--- src/rtl/seg_scan_if.sv ---
// Write-side handshake for the seven-segment scan controller.
// The source offers a display value and blank mask; the controller accepts it when ready.
interface seg_scan_if #(
    parameter int DIGITS = 4
);
    logic                  wr_valid;
    logic                  wr_ready;
    logic [4*DIGITS-1:0]   wr_data;
    logic [DIGITS-1:0]     wr_blank;

    modport master (
        output wr_valid,
        output wr_data,
        output wr_blank,
        input  wr_ready
    );

    modport slave (
        input  wr_valid,
        input  wr_data,
        input  wr_blank,
        output wr_ready
    );
endinterface

--- src/rtl/seg_scan_ctrl.sv ---
// Time-multiplexed scan controller for common-cathode seven-segment digits.
// Values are double-buffered and swapped in only at frame boundaries.
module seg_scan_ctrl #(
    parameter int DIGITS = 4,
    parameter int DIV    = 1000,
    parameter int DEAD   = 8
) (
    input  logic              clk,
    input  logic              rst,
    input  logic              en,
    seg_scan_if.slave         wr,
    output logic [3:0]        nib_out,
    output logic [DIGITS-1:0] dig_sel,
    output logic              frame_start
);
    localparam int SW = $clog2(DIV);
    localparam int DW = $clog2(DIGITS);

    typedef enum logic {
        ST_IDLE,
        ST_SCAN
    } state_t;

    state_t              state_q, state_d;
    logic [SW-1:0]       slot_q, slot_d;
    logic [DW-1:0]       dig_q, dig_d;
    logic [4*DIGITS-1:0] act_data_q, act_data_d;
    logic [DIGITS-1:0]   act_blank_q, act_blank_d;
    logic [4*DIGITS-1:0] pnd_data_q, pnd_data_d;
    logic [DIGITS-1:0]   pnd_blank_q, pnd_blank_d;
    logic                pnd_full_q, pnd_full_d;
    logic [3:0]          nib_q, nib_d;
    logic [DIGITS-1:0]   sel_q, sel_d;
    logic                fs_q, fs_d;
    logic                bound;
    logic                accept;

    always_comb begin
        state_d     = state_q;
        slot_d      = slot_q;
        dig_d       = dig_q;
        act_data_d  = act_data_q;
        act_blank_d = act_blank_q;
        pnd_data_d  = pnd_data_q;
        pnd_blank_d = pnd_blank_q;
        pnd_full_d  = pnd_full_q;
        nib_d       = nib_q;
        sel_d       = '1;
        bound       = 1'b0;
        accept      = wr.wr_valid && !pnd_full_q;

        // Counters describe the slot position that the registered outputs show.
        unique case (state_q)
            ST_IDLE: begin
                slot_d = '0;
                dig_d  = '0;
                if (en) begin
                    state_d = ST_SCAN;
                    bound   = 1'b1;
                end
            end
            ST_SCAN: begin
                if (!en) begin
                    state_d = ST_IDLE;
                    slot_d  = '0;
                    dig_d   = '0;
                end else if (slot_q == SW'(DIV - 1)) begin
                    slot_d = '0;
                    if (dig_q == DW'(DIGITS - 1)) begin
                        dig_d = '0;
                        bound = 1'b1;
                    end else begin
                        dig_d = dig_q + 1'b1;
                    end
                end else begin
                    slot_d = slot_q + 1'b1;
                end
            end
            default: state_d = ST_IDLE;
        endcase

        if (bound && pnd_full_q) begin
            act_data_d  = pnd_data_q;
            act_blank_d = pnd_blank_q;
            pnd_full_d  = 1'b0;
        end

        if (accept) begin
            pnd_data_d  = wr.wr_data;
            pnd_blank_d = wr.wr_blank;
            pnd_full_d  = 1'b1;
        end

        // Digit goes dark during the dead window so the decoder settles first.
        for (int i = 0; i < DIGITS; i++) begin
            if (DW'(i) == dig_d) begin
                nib_d = act_data_d[4*i +: 4];
                if (en && slot_d >= SW'(DEAD) && !act_blank_d[i]) begin
                    sel_d[i] = 1'b0;
                end
            end
        end

        fs_d = bound;
    end

    always_ff @(posedge clk or posedge rst) begin
        if (rst) begin
            state_q     <= ST_IDLE;
            slot_q      <= '0;
            dig_q       <= '0;
            act_data_q  <= '0;
            act_blank_q <= '1;
            pnd_data_q  <= '0;
            pnd_blank_q <= '0;
            pnd_full_q  <= 1'b0;
            nib_q       <= '0;
            sel_q       <= '1;
            fs_q        <= 1'b0;
        end else begin
            state_q     <= state_d;
            slot_q      <= slot_d;
            dig_q       <= dig_d;
            act_data_q  <= act_data_d;
            act_blank_q <= act_blank_d;
            pnd_data_q  <= pnd_data_d;
            pnd_blank_q <= pnd_blank_d;
            pnd_full_q  <= pnd_full_d;
            nib_q       <= nib_d;
            sel_q       <= sel_d;
            fs_q        <= fs_d;
        end
    end

    assign wr.wr_ready  = !pnd_full_q;
    assign nib_out      = nib_q;
    assign dig_sel      = sel_q;
    assign frame_start  = fs_q;
endmodule

--- src/flat_wrapper.sv ---
// flat-port wrapper written by rule: the top's interface ports become plain ports
module seg_scan_ctrl_flat 
#(
    parameter int DIGITS = 4,
    parameter int DIV    = 1000,
    parameter int DEAD   = 8
)
  (clk, rst, en, nib_out, dig_sel, frame_start, wr_wr_valid, wr_wr_data, wr_wr_blank, wr_wr_ready);
  seg_scan_if #(.DIGITS(DIGITS)) wr_i ();
  input  logic clk;
  input  logic rst;
  input  logic en;
  output logic [3:0] nib_out;
  output logic [DIGITS-1:0] dig_sel;
  output logic frame_start;
  input wire logic [$bits(wr_i.wr_valid)-1:0] wr_wr_valid;
  input wire logic [$bits(wr_i.wr_data)-1:0] wr_wr_data;
  input wire logic [$bits(wr_i.wr_blank)-1:0] wr_wr_blank;
  output wire logic [$bits(wr_i.wr_ready)-1:0] wr_wr_ready;
  assign wr_i.wr_valid = wr_wr_valid;
  assign wr_i.wr_data = wr_wr_data;
  assign wr_i.wr_blank = wr_wr_blank;
  assign wr_wr_ready = wr_i.wr_ready;
  seg_scan_ctrl #(.DIGITS(DIGITS), .DIV(DIV), .DEAD(DEAD)) u_core (.clk(clk), .rst(rst), .en(en), .wr(wr_i), .nib_out(nib_out), .dig_sel(dig_sel), .frame_start(frame_start));
endmodule
--- config.mk ---
export PLATFORM = sky130hd
export DESIGN_NAME = seg_scan_ctrl_flat
export DESIGN_NICKNAME = d
export VERILOG_FILES = /design/src/rtl/seg_scan_if.sv /design/src/rtl/seg_scan_ctrl.sv /design/src/flat_wrapper.sv
export SDC_FILE = /design/constraint.sdc
export NUM_CORES = 1
export LEC_CHECK = 0
export CAP_MARGIN = 20
export CORE_MARGIN = 2
export CORE_UTILIZATION = 55
export CTS_CLUSTER_SIZE = 30
export DETAILED_ROUTE_END_ITERATION = 6
export PLACE_DENSITY = 0.86
export SYNTH_ARGS = -nofsm -noshare
export SYNTH_HDL_FRONTEND = slang
export SYNTH_SLANG_ARGS = --single-unit
--- constraint.sdc ---
create_clock -name clk -period 4.1 [get_ports clk]
set_clock_uncertainty 0.15 [all_clocks]
set_input_delay 0.82 -clock clk [delete_from_list [all_inputs] [get_ports clk]]
set_output_delay 0.82 -clock clk [all_outputs]
set_load 0.05 [all_outputs]
==> metrics.csv, run 1 <==
stage,metric,value,unit
status,status,finished clean,
layout,nFillCells,349,
placed_design,port_buffers,33,
timing,tns,0,ns
hold_path,min_from,u_core.act_data_q[0]$_DFF_PP0_,
timing,grt_setup_unrepaired,false,
cts,insertion_delay,0.34,ns
floorplan,die-area,5560,um^2
routing,drc,0,
cts,clk_pin_slew,0.07,ns
routing,first_pass_iters,4,
logic_synthesis,synth.cell_area,2740,um^2
run,max_cap_viol_count,0,
layout,drive_above_1_share,31.1,%
global_route,grt_usage,21.1,%
logic_synthesis,synthFlopType,dfrtp_1,
logic_synthesis,synth_cells,203,
hold_path,min_path_cells,1,
logic_synthesis,syn_nets,229,
worst_setup_path,rrSetupSlack,1.32,ns
global_route,grt_max_degree,64,
logic_synthesis,synth_top_area_cell,dfrtp_1,
timing,timing.final.crit_period,2.78,ns
logic_synthesis,synth_edf_count,0,
cts,cts_tree,built,
logic_synthesis,yosys_warnings,0,
floorplan,die_x,74.6,um
power_and_ir_drop,p_sw_share,27.4,%
cts,htreeDepth,3,
logic_synthesis,yosysMostFrequentCell,dfrtp_1,
timing,relSlewSlack,50.3,%
cts,root_buffer,clkbuf_8,
logic_synthesis,synth_seq_cells,63,
routing,via_count,1713,
global_route,antenna_found_initial,0,
hold_path,hold_class,reg -> reg,
placed_design,place.gp.congestion,0.739,
floorplan,initial_core_util,57.6,%
power_and_ir_drop,clkPwrFrac,30.1,%
power_and_ir_drop,vdd_drop_max,0.331,mV
layout,syn_to_final_growth,22.4,%
global_route,grt_pass1_wl,8.39,mm
cts,clock_path_buffers,2,
timing,finalSetupViolations,0,
timing,timing.final.max_slew_violations,0,
routing,wl_per_cell,16.1,um
floorplan,die_h,74.6,um
worst_setup_path,rr_startpoint,u_core.slot_q[0]$_DFF_PP0_,
cts,post_cts_buffers,0,
logic_synthesis,synthArstFlopShare,100,%
worst_setup_path,regToRegEndpoint,u_core.nib_out[3]$_DFFE_PP0P_,
worst_setup_path,required,4.16,ns
timing,hold_ws,0.349,ns
floorplan,core,4750,um^2
cts,cts.repair.resized,0,
timing,finalCritPeriodShare,67.8,%
routing,drtIter0Drc,146,
power_and_ir_drop,power,1.77,mW
power_and_ir_drop,p_switching,0.484,mW
power_and_ir_drop,p_per_area,527,nW/um^2
floorplan,placementRows,25,
hold_path,holdPathEnd,u_core.act_data_q[0]$_DFF_PP0_,
power_and_ir_drop,p_seq_share,48.5,%
cts,cts_hold_buf,0,
logic_synthesis,synth_top_area_share,50.2,%
global_route,grt_pass1_vias,1751,
power_and_ir_drop,intPower,1.28,mW
logic_synthesis,synth_area_leaders,"dfrtp_1 50%, mux2_2 16%, dfstp_2 7.7%",
timing,timing.fmax,360,MHz
global_route,grt-ovfl-total,0,
logic_synthesis,synth.distinct_cells,43,
timing,tightestPinTransition,0.745,ns
layout,nets,272,
logic_synthesis,ys_seq_area_share,57.9,%
power_and_ir_drop,p_leak,1.45,nW
logic_synthesis,ys_top_cells_by_count,"55 x dfrtp_1, 38 x mux2_2, 11 x mux2i_1, 11 x nor2_1, 10 x nand2_1",
worst_setup_path,cp-start-kind,register,
layout,diodes,0,
power_and_ir_drop,combPwrFrac,21.3,%
routing,drt-total-wl,5.13,mm
placed_design,hpwl,3.44,mm
worst_setup_path,worstPathMaxFanout,5,
cts,cts.sinks,63,
cts,cts_made_buffers,9,
floorplan,io_pins,34,
worst_setup_path,critPathKind,reg -> reg,
worst_setup_path,reg2reg_depth,7,
layout,multi_input_comb_area,1100,um^2
timing,hold_viol,0,
routing,final_antenna_net_count,0,
worst_setup_path,cp.arrival,2.83,ns
layout,regArea,1590,um^2
worst_setup_path,worst_setup_path_end_kind,register,
routing,via_per_inst,5.39,
logic_synthesis,synth.avg_cell_area,13.5,um^2
[cell families (layout without fill, tap and decap cells)]
group	after synthesis	count (layout)	synth area share [%]
flip-flops	63	63	57.9
AND/OR/NAND/NOR	52	52	10.9
AO/OA/AOI/OAI	15	15	4.57
buffers and inverters	12	60	2.06
XOR/XNOR	6	6	1.92
multiplexers	53	53	21.8
adder cells (fa/ha/maj)	2	2	0.913
[registers in the layout, indices dropped and copies added (netlist names), 2 cells and up]
register	count
u_core.dig_q	2
u_core.act_data_q	16
u_core.act_blank_q	4
u_core.dig_sel	4
u_core.nib_out	4
u_core.pnd_data_q	16
u_core.pnd_blank_q	4
u_core.slot_q	10
[per-stage QoR]
step                      instance area [um^2]  util, %  cells  setup WS, ns
after CTS                                 3350     70.6    318          1.35
after global placement                    3160     66.4    302          1.06
after global routing                      3350     70.6    318          1.11
after detailed placement                  3160     66.4    302          1.01
final                                     3350     70.6    318          1.32
after floorplan                           2740        -    203          1.57
[final cells by class]
| class | instances | share of cell area, % |
|---|---|---|
| timing repair buffer | 37 | 10.7 |
| inverter | 7 | 0.783 |
| sequential | 63 | 47.3 |
| clock buffer | 11 | 4.21 |
| tap | 67 | 2.50 |
| multi-input combinational | 128 | 32.8 |
| clock inverter | 5 | 1.68 |
[cells in the final DEF, fill, tap and decap left out, types with 2 or more instances in the layout]
| master | synthesis | final |
|---|---|---|
| dfrtp_1 | 55 | 55 |
| mux2_2 | 38 | 38 |
| clkdlybuf4s50_1 | 0 | 33 |
| nor2_1 | 11 | 11 |
| mux2i_1 | 11 | 11 |
| nand2_1 | 10 | 10 |
| clkbuf_8 | 0 | 10 |
| nand3_1 | 9 | 9 |
| dfstp_2 | 8 | 8 |
| inv_1 | 7 | 6 |
| nor3_1 | 5 | 5 |
| and3_1 | 4 | 4 |
| buf_4 | 1 | 4 |
| o21ai_0 | 3 | 3 |
| xnor2_1 | 3 | 3 |
| xor2_1 | 3 | 3 |
| mux2_4 | 3 | 3 |
| o21a_1 | 2 | 2 |
| a31oi_1 | 2 | 2 |
| ha_1 | 2 | 2 |
| clkinv_2 | 0 | 2 |
[power groups by stage]
stage          Combinational [mW]  Clock, mW  Sequential [mW]
6_report                    0.377      0.532            0.858
5_1_grt                     0.408      0.575            0.875
4_1_cts                     0.381      0.543            0.859
3_5_place_dp                0.378          0            0.867
3_3_place_gp                0.364          0            0.860
2_1_floorplan               0.220          0            0.901
[how the worst max path moves through the flow]
| stage | from | end |
|---|---|---|
| after global routing | u_core.slot_q[0]$_DFF_PP0_ | u_core.nib_out[3]$_DFFE_PP0P_ |
| after detailed placement | en | u_core.nib_out[2]$_DFFE_PP0P_ |
| after floorplan | rst | u_core.act_data_q[0]$_DFF_PP0_ |
| final | u_core.slot_q[0]$_DFF_PP0_ | u_core.nib_out[3]$_DFFE_PP0P_ |
| after global placement | en | u_core.nib_out[1]$_DFFE_PP0P_ |
| after CTS | en | u_core.nib_out[2]$_DFFE_PP0P_ |
[critical path, stage by stage, from the launching register on]
cell and delay [ns]:
dfrtp_1 0.44, ha_1 0.33, nand2_1 0.21, nor3_4 0.38, mux2i_1 0.53, mux2_2 0.40, o22ai_1 0.12, mux2i_1 0.09
[routing by layer]
metal	part of all wire, %	vias to the layer above	track usage (%)
li1	-	807	-
met1	44	863	28.3
met2	50	38	32.4
met3	4.2	5	7.18
met4	1.2	0	7.34
met5	0	-	0
No activity file was read; power rests on OpenSTA's default activity.
==> run 2, diff against run 1 <==
CORE_UTILIZATION = 49   (was 55)
PLACE_DENSITY = 0.82   (was 0.86)
clock period = 2.45 ns   (was 4.1 ns; I/O delays follow)
==> metrics.csv, run 2 (synthesis results as in run 1) <==
stage,metric,value,unit
routing,drc,0,
floorplan,placementRows,27,
power_and_ir_drop,p_leak,1.54,nW
layout,nets,284,
floorplan,initial_core_util,50.4,%
power_and_ir_drop,vdd_drop_max,0.541,mV
hold_path,min_path_cells,1,
cts,clk_pin_slew,0.07,ns
worst_setup_path,worst_setup_path_end_kind,primary output,
timing,tns,0,ns
worst_setup_path,cp.arrival,1.69,ns
layout,regArea,1590,um^2
timing,finalSetupViolations,0,
placed_design,pre_cts_ws,-0.0113,ns
layout,nFillCells,405,
placed_design,hpwl,3.49,mm
cts,clock_path_buffers,2,
timing,grt_setup_unrepaired,false,
floorplan,io_pins,34,
cts,insertion_delay,0.34,ns
worst_setup_path,cp-start-kind,register,
timing,timing.final.crit_period,2.33,ns
worst_setup_path,rr_startpoint,u_core.slot_q[0]$_DFF_PP0_,
layout,fin_area,3520,um^2
placed_design,port_buffers,33,
global_route,grt_max_degree,64,
worst_setup_path,cp_slowest_cell,clkdlybuf4s50_1,
layout,fin_util,64.7,%
placed_design,placed_cells,318,
timing,tightestPinTransition,0.509,ns
timing,finalCritPeriodShare,95.3,%
cts,cts_made_buffers,9,
run,max_cap_viol_count,0,
global_route,grt_pass1_vias,1729,
worst_setup_path,crit_buf_inv,2,
power_and_ir_drop,p_switching,0.799,mW
routing,final_antenna_net_count,0,
status,status,finished clean,
cts,cts_tree,built,
power_and_ir_drop,p_sw_share,26.5,%
global_route,grt_pass1_wl,8.42,mm
worst_setup_path,reg2reg_depth,7,
layout,fin_cells,335,
worst_setup_path,required,1.81,ns
layout,drive_above_1_share,35.0,%
routing,via_count,1748,
power_and_ir_drop,p_seq_share,47.4,%
global_route,antenna_found_initial,0,
cts,htreeDepth,3,
worst_setup_path,max_stage_delay,0.79,ns
routing,via_per_inst,5.22,
worst_setup_path,cp_top_family,buffers and inverters,
hold_path,min_from,u_core.act_data_q[4]$_DFF_PP0_,
layout,largestRegisters,"u_core.act_data_q: 16 flops, u_core.pnd_data_q: 16 flops, u_core.slot_q: 10 flops",
cts,root_buffer,clkbuf_8,
timing,timing.final.max_slew_violations,0,
routing,drtIter0Drc,74,
worst_setup_path,rrSetupSlack,0.13,ns
routing,first_pass_iters,4,
hold_path,holdPathEnd,u_core.act_data_q[4]$_DFF_PP0_,
layout,syn_to_final_growth,28.4,%
placed_design,placed_cell_area,3300,um^2
timing,timing.fmax,428,MHz
power_and_ir_drop,clkPwrFrac,30.8,%
timing,hold_ws,0.349,ns
worst_setup_path,critPathKind,reg -> out,
layout,diodes,0,
power_and_ir_drop,p_per_area,857,nW/um^2
timing,relSlewSlack,66.0,%
timing,fin_ws,0.116,ns
layout,mostFrequentLayoutCells,"55 x dfrtp_1, 38 x mux2_2, 33 x clkdlybuf4s50_1",
worst_setup_path,crit_chain,"inv_1, clkdlybuf4s50_1",
floorplan,die_x,78.8,um
cts,cts.sinks,63,
timing,hold_viol,0,
floorplan,die-area,6210,um^2
power_and_ir_drop,combPwrFrac,21.8,%
layout,final_common_cell,dfrtp_1,
floorplan,core,5440,um^2
global_route,grt-ovfl-total,0,
floorplan,die_h,78.8,um
layout,multi_input_comb_area,1110,um^2
hold_path,hold_class,reg -> reg,
placed_design,place.gp.congestion,0.787,
cts,cts_hold_buf,0,
routing,drt-total-wl,5.15,mm
power_and_ir_drop,intPower,2.22,mW
global_route,grt_usage,18.4,%
power_and_ir_drop,power,3.02,mW
routing,wl_per_cell,15.4,um
worst_setup_path,regToRegEndpoint,u_core.nib_out[3]$_DFFE_PP0P_,
worst_setup_path,worstPathMaxFanout,5,
-- run 2: per-layer routing --
metal | vias up | GRT usage (%) | part of all wire, %
li1 | 836 | - | -
met1 | 872 | 24.6 | 45
met2 | 31 | 27.8 | 49
met3 | 9 | 4.55 | 3.4
met4 | 0 | 10.0 | 2.0
met5 | - | 0 | 0
-- run 2: how the worst max path moves through the flow --
stage,from,depth (start not counted),slack (ns),to
final,u_core.pnd_full_q$_DFFE_PP0P_,2,0.12,wr_wr_ready
after global routing,u_core.slot_q[0]$_DFF_PP0_,7,0.04,u_core.nib_out[3]$_DFFE_PP0P_
after CTS,u_core.slot_q[0]$_DFF_PP0_,8,0.03,u_core.nib_out[1]$_DFFE_PP0P_
after detailed placement,en,7,-0.01,u_core.nib_out[1]$_DFFE_PP0P_
after global placement,en,7,0.06,u_core.nib_out[0]$_DFFE_PP0P_
after floorplan,u_core.slot_q[0]$_DFF_PP0_,7,0.09,u_core.nib_out[3]$_DFFE_PP0P_
-- run 2: worst reg2reg max path, stage by stage, from the launching register on --
cell and delay, ns:
dfrtp_1 0.43, ha_1 0.24, nand2_2 0.13, nor3_4 0.08, a41oi_4 0.30, mux2_2 0.40, o32ai_1 0.33, mux2i_1 0.14
-- run 2: area by class of cell --
type	count	share of cell area [%]
sequential	63	45.1
multi-input combinational	128	31.4
timing repair buffer	49	14.2
clock buffer	13	4.80
tap	72	2.56
clock inverter	3	1.14
inverter	7	0.747
-- run 2: what timing repair did --
| action | 4_1_cts | 5_1_grt |
|---|---|---|
| endpoints found under the setup margin | 0 | 3 |
| resized for setup | 0 | 2 |
| setup buffers | 0 | 1 |
-- run 2: power groups by stage --
stage / Clock (mW) / Combinational (mW) / Sequential, mW
finish: 0.929 / 0.658 / 1.43
global route: 0.999 / 0.707 / 1.46
CTS: 0.952 / 0.666 / 1.43
detailed placement: 0 / 0.654 / 1.44
global placement: 0 / 0.625 / 1.43
floorplan: 0 / 0.368 / 1.51
==> RTL edit 1: new RTL, settings of run 2 <==
Make the reset (`rst`) synchronous in one clocked block.
--- a/src/rtl/seg_scan_ctrl.sv
+++ b/src/rtl/seg_scan_ctrl.sv
@@ -105,5 +105,5 @@
     end
 
-    always_ff @(posedge clk or posedge rst) begin
+    always_ff @(posedge clk) begin
         if (rst) begin
             state_q     <= ST_IDLE;
Behaviour: differs if rst is asserted again (counterexample within 4 cycles, from zero or initial values and one cycle with rst high); with rst held inactive, the same outputs for 10 cycles.
==> RTL edit 1 against run 2 <==
  * Final cell count up 31%
  * Count of clock-buffer cells in the layout down 3
  * Utilization down 1.3 points
  * Synthesized area down 2.1%
  * Via count up 38%
  * Sequential cell count unchanged
  * Setup slack better by 0.034 ns
  * Critical path depth up 4
  * Routed wire length up 22%
  * Design area down 6.2%
  * Critical endpoint is now u_core.dig_sel[2]
  * Largest cell class is now multi-input combinational cells
Power is not compared: it rests on default switching activity, and its combinational part moved more than twofold at a synthesized area within 25%.
==> RTL edit 1: results <==
{
  "status": "finished clean",
  "dp_cells": 422,
  "drt-wirelength-per-cell_um": 14.3,
  "drt_iter0_drc": 270,
  "r2r_start": "u_core.slot_q[0]",
  "seq_area_frac_synth_pct": 47.0,
  "yosys-top-cells-count": "nand2_1, dfxtp_1, a21oi_1",
  "drtPass1Iterations": 5,
  "ys_types": 49,
  "route.vias.total": 2413,
  "slowest_stage": "o311ai_4",
  "path_class": "reg -> reg",
  "grtUsageMet2_pct": 34.6,
  "maxSlewHeadroom_pct": 57.5,
  "gp_congestion": 0.909,
  "grt_first_pass_wirelength_um": 10600,
  "synthTopCellsByArea": "dfxtp_1, nand2_1, a21oi_1, nand3_1, nor2_1",
  "routed_wl_um": 6280,
  "drive_gt1_share_pct": 10.6,
  "cp_top_family": "compound AO/OA/AOI/OAI gates",
  "dp_hpwl_um": 4390,
  "switchingPower_mw": 0.537,
  "nNetsFinal": 389,
  "post_dp_cell_area_um2": 3110,
  "syn-num-nets": 353,
  "arrival_ns": 2.35,
  "synthFlopType": "dfxtp_1",
  "synthCells": 327,
  "grt_max_degree": 28,
  "min-delay-start": "u_core.slot_q[0]",
  "rrSetupSlack_ns": 0.15,
  "timing.rr.end": "u_core.dig_sel[2]",
  "use_met1_pct": 29.8,
  "first_global_vias": 2214,
  "crit_path_max_incr_delay_ns": 0.57,
  "fmax_mhz": 435,
  "grt_usage_pct": 22.4,
  "async_flop_share_pct": 0,
  "hold_ws_ns": 0.305
}
## RTL edit 1: cell count changes after synthesis, sizes merged, moves of 7 or more
cell    delta
a21oi     +38
buf        +8
clkbuf    +10
dfrtp     -55
dfstp      -8
dfxtp     +63
mux2      -40
mux2i     -12
nand2     +70
nand3      +8
nor2       +7
## RTL edit 1: layer usage
metal  up-vias  share of wire [%]
met5         -                  0
met4         0                1.6
met3        12                4.9
met2        66                 47
met1      1120                 46
li1       1215                  -
## RTL edit 1: cells by family after synthesis
| kind of cell | Yosys count | share of synthesized area [%] |
|---|---|---|
| buf+inv | 28 | 4.57 |
| flops | 63 | 47.0 |
| compound gates | 78 | 19.6 |
| simple gates | 149 | 25.5 |
| mux | 1 | 0.420 |
| xor+xnor | 6 | 1.96 |
| fa+ha+maj | 2 | 0.933 |
## RTL edit 1: area by class of cell
class	instances	area (um^2)
fillers	468	1910
multi-input cells	236	1300
flip-flops and latches	63	1260
repair buffers	48	443
clock buffers	10	128
well taps	70	87.6
clock inverters	6	61.3
inverters	5	18.8
==> RTL edit 2: new RTL, config.mk and constraints of run 2 <==
Made on the original files. `DIGITS` is set to 4 in 3 places; all go to 2.
--- a/src/rtl/seg_scan_if.sv
+++ b/src/rtl/seg_scan_if.sv
@@ -2,5 +2,5 @@
 // The source offers a display value and blank mask; the controller accepts it when ready.
 interface seg_scan_if #(
-    parameter int DIGITS = 4
+    parameter int DIGITS = 2
 );
     logic                  wr_valid;
--- a/src/rtl/seg_scan_ctrl.sv
+++ b/src/rtl/seg_scan_ctrl.sv
@@ -2,5 +2,5 @@
 // Values are double-buffered and swapped in only at frame boundaries.
 module seg_scan_ctrl #(
-    parameter int DIGITS = 4,
+    parameter int DIGITS = 2,
     parameter int DIV    = 1000,
     parameter int DEAD   = 8
--- a/src/flat_wrapper.sv
+++ b/src/flat_wrapper.sv
@@ -2,5 +2,5 @@
 module seg_scan_ctrl_flat 
 #(
-    parameter int DIGITS = 4,
+    parameter int DIGITS = 2,
     parameter int DIV    = 1000,
     parameter int DEAD   = 8
Interface: changed (resized dig_sel, wr_wr_blank and wr_wr_data); port bits go from 34 to 22. No check against the original RTL was run, so the function may have changed too.
==> RTL edit 2 against run 2 <==
  * Synthesized area is 37% lower
  * Sequential cell count is 23 lower
  * Critical path type unchanged
  * Design area is 39% lower
  * Largest cell class unchanged
  * Total power is 44% lower
  * Routed wire length is 41% lower
  * Setup slack better by 0.013 ns
  * Utilization is 1.3 points lower
  * Via count is 33% lower
==> RTL edit 2: results <==
{
  "hp-class": "reg -> reg",
  "ir_worst_vdd_mv": 0.491,
  "yosys-top-cells-count": "dfrtp_1, nor2_1, mux2_2",
  "cp_top_family": "buffers and inverters",
  "synthFlopType": "dfrtp_1",
  "drtPass1Iterations": 4,
  "yosys_warnings": 0,
  "portBuffers": 21,
  "wl_met1_um": 1230,
  "slowest_stage": "clkdlybuf4s50_1",
  "grt_usage_pct": 16.9,
  "status": "finished clean",
  "dp_hpwl_um": 2160,
  "cts_buffer_depth": 2,
  "async_flop_share_pct": 100,
  "viasPerCell": 5.29,
  "syn-num-nets": 159,
  "setup_viol": 0,
  "drt-wirelength-per-cell_um": 13.7,
  "clkTransAtPathRegs_ns": 0.11,
  "numCtsBuffers": 5,
  "antenna_found_initial": 0,
  "first_global_vias": 1175,
  "finalSetupTns_ns": 0,
  "nNetsFinal": 190,
  "gp_congestion": 0.863,
  "grt_first_pass_wirelength_um": 5220,
  "maxSlewHeadroom_pct": 65.7,
  "synthTopCellsByArea": "dfrtp_1, mux2_2, dfstp_2, nor2_1, ha_1",
  "route.met2.wl_um": 1590,
  "antennaDiodeCount": 0,
  "clk_latency_ns": 0.34,
  "cp_max_fo": 1,
  "crit_path_max_incr_delay_ns": 0.79,
  "ys_types": 35,
  "dr_wl_met3_um": 144,
  "grt_max_degree": 41,
  "drive_gt1_share_pct": 29.3,
  "fill_cells": 292,
  "top_regs": "u_core.slot_q x10, u_core.act_data_q x8, u_core.pnd_data_q x8",
  "cts_root_buffer": "clkbuf_4",
  "drt_iter0_drc": 37,
  "dpl_worst_slack_ns": 0.0294,
  "leakage_nw": 0.930,
  "seq_area_frac_synth_pct": 58.0,
  "clock_tree.htree_level_count": 2,
  "highest_layer": "met4"
}
## RTL edit 2: cell types whose count changed after synthesis, moves of 4 or more
cell            run 2  this run
dfrtp_1            55        36
mux2_2             38        20
nor2_1             11        23
mux2i_1            11         0
and3_1              4         0
dfstp_2             8         4
nand2_1            10         6
## RTL edit 2: final timing paths
path,startpoint,endpoint,slack (ns),cells past startpoint
worst max-delay path,u_core.dig_sel[0],dig_sel[0],0.13,1
worst min-delay path,u_core.act_data_q[6],u_core.act_data_q[6],0.36,1
worst max register to register,u_core.slot_q[1],u_core.nib_out[1],0.16,11
worst min register to register,u_core.act_data_q[6],u_core.act_data_q[6],0.36,1
max in group asynchronous,rst,u_core.dig_sel[0],1.39,3
min in group asynchronous,rst,u_core.pnd_data_q[7],0.40,3
## RTL edit 2: final cells by class
class                   count  area [um^2]  area share, %
flip-flops and latches     40         1010           47.2
multi-input cells          92          698           32.8
repair buffers             28          267           12.5
well taps                  46         57.6           2.70
clock inverters             3         42.5           2.00
clock buffers               5         37.5           1.76
inverters                   6         22.5           1.06
## RTL edit 2: worst register-to-register path, stage by stage (launching register included)
cell and delay [ns]:
dfrtp_1 0.43, ha_2 0.20, and4bb_4 0.21, nand2_2 0.10
nor2_1 0.05, ha_1 0.16, nand2b_1 0.17, nand3_2 0.11
buf_4 0.15, mux2_2 0.34, nor2_1 0.09, nor2_1 0.05
## RTL edit 2: stage by stage
stage               area, um^2  total power [mW]  utilization (%)  cells
global placement          2010              1.27             59.8    209
global route              2130              1.80             63.4    220
finish                    2130              1.70             63.4    220
CTS                       2090              1.71             62.2    217
floorplan                 1730              1.15                -    142
detailed placement        2010              1.29             59.8    209
## RTL edit 2: routing by layer
metal / track usage [%] / vias up
li1: - / 549
met1: 20.0 / 582
met2: 28.4 / 26
met3: 5.36 / 6
met4: 7.07 / 0
met5: 0 / -
## RTL edit 2: report_power, final
part	total [mW]	switching (mW)	internal, mW
logic	0.408	0.222	0.185
registers	0.869	0.0538	0.815
clock network	0.425	0.212	0.213
total	1.70	0.489	1.21
## RTL edit 2: cells by family (layout without fill, tap and decap cells)
logic type | after synthesis | in the layout | share of synthesized area [%]
buffers and inverters | 10 | 42 | 2.45
AND/OR/NAND/NOR | 49 | 49 | 15.2
adder cells (fa/ha/maj) | 3 | 3 | 2.16
flip-flops | 40 | 40 | 58.0
XOR/XNOR | 5 | 5 | 2.53
multiplexers | 20 | 20 | 13.0
AO/OA/AOI/OAI | 15 | 15 | 6.64
## RTL edit 2: repair_timing
item	4_1_cts	5_1_grt
setup buffers	0	2
endpoints found under the hold margin	0	0
gates resized for setup	0	6
endpoints found under the setup margin	0	6
